===== config.mk =====
export PLATFORM = sky130hd
export DESIGN_NAME = signed_mult_pipe
export DESIGN_NICKNAME = d
export VERILOG_FILES = /design/src/rtl/signed_mult_pipe.sv
export SDC_FILE = /design/constraint.sdc
export NUM_CORES = 1
export LEC_CHECK = 0
export ABC_AREA = 1
export ABC_CLOCK_PERIOD_IN_PS = 6300
export CELL_PAD_IN_SITES_DETAIL_PLACEMENT = 0
export CELL_PAD_IN_SITES_GLOBAL_PLACEMENT = 1
export CORE_ASPECT_RATIO = 0.6
export CORE_MARGIN = 1.5
export CORE_UTILIZATION = 48
export CTS_BUF_LIST = sky130_fd_sc_hd__clkbuf_4 sky130_fd_sc_hd__clkbuf_8
export DETAILED_ROUTE_END_ITERATION = 16
export GPL_ROUTABILITY_DRIVEN = 0
export HOLD_SLACK_MARGIN = 0.02
export PLACE_DENSITY = 0.93
export SYNTH_ARGS = -nofsm -noshare
export SYNTH_HDL_FRONTEND = slang
export SYNTH_SLANG_ARGS = --single-unit

===== constraint.sdc =====
create_clock -name CLK -period 6.3 [get_ports CLK]
set_clock_uncertainty 0.2 [all_clocks]
set_input_delay 1.26 -clock CLK [delete_from_list [all_inputs] [get_ports CLK]]
set_output_delay 1.26 -clock CLK [all_outputs]
set_load 0.05 [all_outputs]

===== src/rtl/signed_mult_pipe.sv =====
// Pipelined signed two's-complement multiplier: sign-magnitude operands, unsigned multiply core, negate on output.
// Optional registered Q-format rounded/saturated output P_Q when SIGNED_MULT_QOUT_EN is defined.
module signed_mult_pipe #(
  parameter int WIDTH       = 16,
  parameter int MULT_STAGES = 2,
  parameter int FRAC        = 8
) (
  input  logic                 CLK,
  input  logic                 RST,
  input  logic [WIDTH-1:0]     A,
  input  logic [WIDTH-1:0]     B,
  input  logic                 in_valid,
  output logic                 in_ready,
  output logic [2*WIDTH-1:0]   P,
  output logic                 out_valid,
  input  logic                 out_ready
`ifdef SIGNED_MULT_QOUT_EN
  ,
  output logic [WIDTH-1:0]     P_Q
`endif
);

  localparam int PW = 2 * WIDTH;

  if (WIDTH < 4 || WIDTH > 32 || MULT_STAGES < 1 || MULT_STAGES > 4 ||
      FRAC < 1 || FRAC > WIDTH - 1) begin : g_bad_params
    $error("signed_mult_pipe: parameter out of range");
  end

  // Handshake: input transfers on in_valid & in_ready, output on out_valid & out_ready.
  // The whole pipeline advances as one when the output register is empty or being drained,
  // so in_ready is that same advance term and every stage (valid bits too) holds otherwise.
  logic advance;

  // Stage 0: operand magnitudes and product sign
  logic [WIDTH-1:0] mag_a_d, mag_b_d;
  logic             sgn0_d;
  logic [WIDTH-1:0] mag_a_q, mag_b_q;
  logic             sgn0_q;
  logic             vld0_q;

  // Multiply stages
  logic [PW-1:0]    mul_d;
  logic [PW-1:0]    prod_q [MULT_STAGES];
  logic             sgn_q  [MULT_STAGES];
  logic             vld_q  [MULT_STAGES];

  // Output stage
  logic [PW-1:0]    p_d;
  logic [PW-1:0]    p_q;
  logic             out_valid_q;

  assign advance  = ~out_valid_q | out_ready;
  assign in_ready = advance;

  // Negating the most-negative value yields 2^(WIDTH-1), which is exact as an unsigned magnitude.
  always_comb begin
    mag_a_d = A[WIDTH-1] ? -A : A;
    mag_b_d = B[WIDTH-1] ? -B : B;
    sgn0_d  = A[WIDTH-1] ^ B[WIDTH-1];
    mul_d   = PW'(mag_a_q) * PW'(mag_b_q);
  end

  // A zero magnitude product negates to zero, so no negative zero can appear.
  always_comb begin
    p_d = sgn_q[MULT_STAGES-1] ? -prod_q[MULT_STAGES-1] : prod_q[MULT_STAGES-1];
  end

  // Data path registers: only move on advance, no reset needed.
  always_ff @(posedge CLK) begin
    if (advance) begin
      mag_a_q   <= mag_a_d;
      mag_b_q   <= mag_b_d;
      sgn0_q    <= sgn0_d;
      prod_q[0] <= mul_d;
      sgn_q[0]  <= sgn0_q;
      for (int i = 1; i < MULT_STAGES; i++) begin
        prod_q[i] <= prod_q[i-1];
        sgn_q[i]  <= sgn_q[i-1];
      end
    end
  end

  // Valid bits and output register: reset clears everything in flight.
  always_ff @(posedge CLK) begin
    if (RST) begin
      vld0_q      <= 1'b0;
      for (int i = 0; i < MULT_STAGES; i++) begin
        vld_q[i] <= 1'b0;
      end
      out_valid_q <= 1'b0;
      p_q         <= '0;
    end else if (advance) begin
      vld0_q   <= in_valid;
      vld_q[0] <= vld0_q;
      for (int i = 1; i < MULT_STAGES; i++) begin
        vld_q[i] <= vld_q[i-1];
      end
      out_valid_q <= vld_q[MULT_STAGES-1];
      p_q         <= p_d;
    end
  end

  assign P         = p_q;
  assign out_valid = out_valid_q;

`ifdef SIGNED_MULT_QOUT_EN
  logic [PW:0]      rnd_c;
  logic [PW:0]      rnd_sum;
  logic [PW:0]      rnd_shr;
  logic [WIDTH-1:0] pq_d;
  logic [WIDTH-1:0] pq_q;

  // Round half toward +inf, arithmetic shift, then clamp when the upper bits are not a pure sign extension.
  always_comb begin
    rnd_c            = '0;
    rnd_c[FRAC-1]    = 1'b1;
    rnd_sum          = {p_d[PW-1], p_d} + rnd_c;
    rnd_shr          = $signed(rnd_sum) >>> FRAC;
    pq_d             = rnd_shr[WIDTH-1:0];
    if (!(&rnd_shr[PW:WIDTH-1]) && (|rnd_shr[PW:WIDTH-1])) begin
      pq_d = rnd_shr[PW] ? {1'b1, {(WIDTH-1){1'b0}}} : {1'b0, {(WIDTH-1){1'b1}}};
    end
  end

  always_ff @(posedge CLK) begin
    if (RST) begin
      pq_q <= '0;
    end else if (advance) begin
      pq_q <= pq_d;
    end
  end

  assign P_Q = pq_q;
`endif

endmodule


After elaboration in Yosys (flattened, before gate mapping)

Memory sizes are Yosys's and may differ from the RTL's. A register that Yosys moved wholly into a read port is not among the register bits.
Index checks and enable logic that the tools add are counted.

Add/sub/neg operators: 3
$mul: 1
Muxes and demuxes: 11
Bitwise logic cells: 5

Operators by type and width:

| kind           | count |
|---|---|
| $mul 16x16->32 | 1 |
| $mux 32        | 1 |
| $neg 16->16    | 2 |
| $neg 32->32    | 1 |
| $mux 15        | 2 |
| $mux 1         | 8 |
| $or 1x1->1     | 3 |
| $not 1->1      | 1 |
| $xor 1x1->1    | 1 |

Bits in registers: 66
RAM bits: 68
Bits of input ports: 36
Output and inout port bits: 34
Memories kept: 3

Memory list:

| name   | depth | bits a word | rd ports | clocked after Yosys merged registers in | wr ports | line | text |
|---|---|---|---|---|---|---|---|
| prod_q | 2     | 32          | 2        | 0                                       | 2        | 44   | `logic [PW-1:0] prod_q [MULT_STAGES];` |
| sgn_q  | 2     | 1           | 2        | 0                                       | 2        | 45   | `logic sgn_q [MULT_STAGES];` |
| vld_q  | 2     | 1           | 2        | 1                                       | 2        | 46   | `logic vld_q [MULT_STAGES];` |

Longest topological paths before layout

Depth in word-level cells: 6
Gate-level depth with buffers: 27

Worst setup path after synthesis

OpenSTA, ideal clock, no wires.

Path type: register -> register
Start point: reg mag_b_q[1]
End point: mem prod_q[0][28] in the netlist's numbering (data pin)
Arrival: 5116 ps
Slack: 732 ps
Stages on the path, launching flop included: 22
Buffers on the path: 2
Path through: edfxtp_1 -> clkbuf_1 -> clkbuf_1 -> nand2_1 -> fa_1 -> fa_1 -> fa_1 -> fa_1 -> inv_1 -> fa_1 -> inv_1 -> fa_1 -> inv_1 -> ha_1 -> nand2_1 -> inv_1 -> a21oi_1 -> nand3_2 -> nand2_1 -> nand3b_1 -> nand2_1 -> nand2_1

RTL lines:

| item                   | line | text |
|---|---|---|
| from (decl)            | 38   | `logic [WIDTH-1:0] mag_a_q, mag_b_q;` |
| from (signal assigned) | 73   | `mag_b_q <= mag_b_d;` |
| to (decl)              | 44   |  |

==> flow_summary.yaml <==
outcome:
  status: "finished, final reports clean"
setup_path:
  regToRegStartpoint: "mag_a_q[8]$_DFFE_PP_"
  path_class: "reg2reg"
  end_kind: "register"
  cp-startpoint: "mag_a_q[8]$_DFFE_PP_"
  cp_slowest_stage_delay_ns: 0.59
  critPathSlowestCell: "edfxtp_1"
  critPathLaunchType: "register"
  cp_max_fo: 9
  cp.required_ns: 6.32
  arrival_ns: 6.08
  cp_cell_sequence: "nand2_1, inv_1, fa_1, inv_1, fa_1, fa_1, inv_1, fa_1, fa_1, inv_1, fa_1, inv_1, ha_1, nand2_1, inv_1, a21oi_1, nand3_1, nand2_1, nand2_1, nand2_1, nand2_1"
sta:
  max_freq_mhz: 165.0
  hold_viol_final: 0
  setup_viol: 0
  period_share_pct: 96.19
  final_max_slew_viol_count: 0
  layout_setup_ws_ns: 0.2401
  slew_headroom_pct: 21.53
  fin_crit_ns: 6.060
  grt_setup_unrepaired: "no"
  fin_tns_setup_ns: 0
  worst_pin_slew_ns: 1.177
yosys:
  yosysWarnings: 0
  avgSynthCellArea_sq_um: 8.091
  syn_inst: 1859
  syn_area_sq_um: 15040
  yosysMostFrequentCell: "nand2_1"
  synth_seq_cells: 135
  yosysTopAreaCellShare_pct: 25.82
  synth-edff-count: 101
  synth-seq-area-share_pct: 24.69
  syn_nets: 2196
  async_flop_share_pct: 0
  synth_common_cells: "nand2_1, inv_1, fa_1, ha_1, edfxtp_1"
  synth_ff_type: "edfxtp_1"
  yosysUniqueCellTypes: 44
  netlist.top_cell.by_area: "fa_1"
  synth_area_leaders: "fa_1, edfxtp_1, nand2_1, inv_1, ha_1"
global_route:
  grt_max_degree: 63
  grt_pass1_vias: 12310
  grt_first_pass_wirelength_mm: 61.98
  overflow: 0
  antenna_found_initial: 0
  track_usage_pct: 24.28
placement:
  portBuffers: 69
  hpwl_mm: 29.32
  place_area_sq_um: 16040
  dp_worst_setup_slack_ns: 0.07159
  placed_cells: 2276
route:
  wl_per_cell_microns: 15.56
  first_pass_iters: 5
  wl_mm: 36.68
  detail-route-antenna-nets: 0
  remaining_drc_errors: 0
  vias: 11960
  drtIter0Drc: 1220
  vias_per_cell: 5.076
clock_tree:
  cts_tree: "yes"
  numCtsBuffers: 17
  h-tree-depth: 4
  numClockSinks: 135
  cts_max_path_buffers: 2
  clock_latency_ns: 0.47
  cts_root_buf: "clkbuf_8"
  ctsResizeCount: 0
  path_clk_slew_ns: 0.09
final_layout:
  multiInputGateArea_sq_um: 9284
  fin_cells: 2357
  fin_area_sq_um: 16920
  n_fill_cell: 2749
  drive_gt1_share_pct: 6.978
  diodes: 0
  final-seq-area_sq_um: 3714
  syn_to_final_growth_pct: 12.51
  nNetsFinal: 2273
hold_path:
  worstHoldPathType: "reg2reg"
  min_from: "prod_q[0][29]$_DFFE_PP_"
floorplanning:
  ios: 70
  fp.coreArea_sq_um: 30410
  die-area_sq_um: 32440
  die_x_microns: 231.5
  start_util_pct: 49.47
  num_rows: 49
  fp.dieH_microns: 140.1
run:
  cap_violations: 0
logic make-up (layout without fill, tap and decap cells):
| family | count (synthesis) | count (layout) | share of synthesized area (%) |
|---|---|---|---|
| simple gates | 731 | 731 | 20.20 |
| buf+inv | 536 | 626 | 13.59 |
| fa+ha+maj | 301 | 301 | 34.72 |
| flops | 135 | 135 | 24.69 |
| compound gates | 108 | 108 | 4.001 |
| xor+xnor | 48 | 48 | 2.795 |
stage by stage:
| step | hold WS [ns] | utilization, % |
|---|---|---|
| 2_1_floorplan | 0.2003 | - |
| 3_3_place_gp | 0.2053 | 52.76 |
| 3_5_place_dp | 0.2045 | 52.76 |
| 4_1_cts | 0.2121 | 54.24 |
| 5_1_grt | 0.2261 | 55.65 |
| 6_report | 0.2103 | 55.65 |
placed cells by master, fill, tap and decap left out, drive strengths merged, types with 2 or more instances in the layout:
master,instances
o21ai,58
nor4,3
o31ai,3
nand3b,4
or2,2
nand2,525
nor2,99
o21a,2
buf,64
edfxtp,101
ha,107
clkdlybuf4s50,69
bufinv,4
clkbuf,17
xnor2,10
nand4,16
nor3,12
dfxtp,34
a21oi,39
xor2,38
inv,467
nand3,67
clkinv,4
o21bai,2
a21o,2
fa,194
final cells by class:
type,count,area share [%]
clock buffer,17,1.383
clock inverter,15,1.272
inverter,461,10.24
multi-input combinational,1188,54.86
sequential,135,21.94
tap,408,3.016
timing repair buffer,133,7.290
per-layer routing:
layer,up-vias,global-route usage (%),part of all wire [%]
met2,463,36.97,44
met5,-,0,0
met3,53,4.947,8.8
met4,0,5.776,1.5
met1,5770,35.60,46
li1,5678,-,-
critical path: cells and delay by family (launching register included):
kind,cells,cell delay [ns]
fa+ha+maj,7,3.37
simple gates,7,1.02
compound gates,1,0.32
buf+inv,6,0.31
flops,1,0.59
flip-flops by register name, summed over array words and instances, names as in the netlist:
register / cells
mag_b_q: 16
sgn0_q: 1
out_valid: 1
vld0_q: 1
prod_q: 64
mag_a_q: 16
vld_q: 2
P: 32
sgn_q: 2
path summary, 6_finish.rpt:
path	to	slack (ns)	depth (start not counted)
hold / removal	prod_q[0][61]$_DFFE_PP_	0.21	0
hold reg to reg	prod_q[0][61]$_DFFE_PP_	0.21	0
setup / recovery	prod_q[0][30]$_DFFE_PP_	0.24	21
setup reg to reg	prod_q[0][30]$_DFFE_PP_	0.24	21
what timing repair did:
item / 4_1_cts / 5_1_grt
hold buffers: 0 / 0
setup endpoints to repair: 0 / 15
setup buffers: 0 / 49
endpoints found under the hold margin: 0 / 0
Power is not shown: default switching activity piles up to over one toggle a cycle in this logic, so the estimate is an artifact.
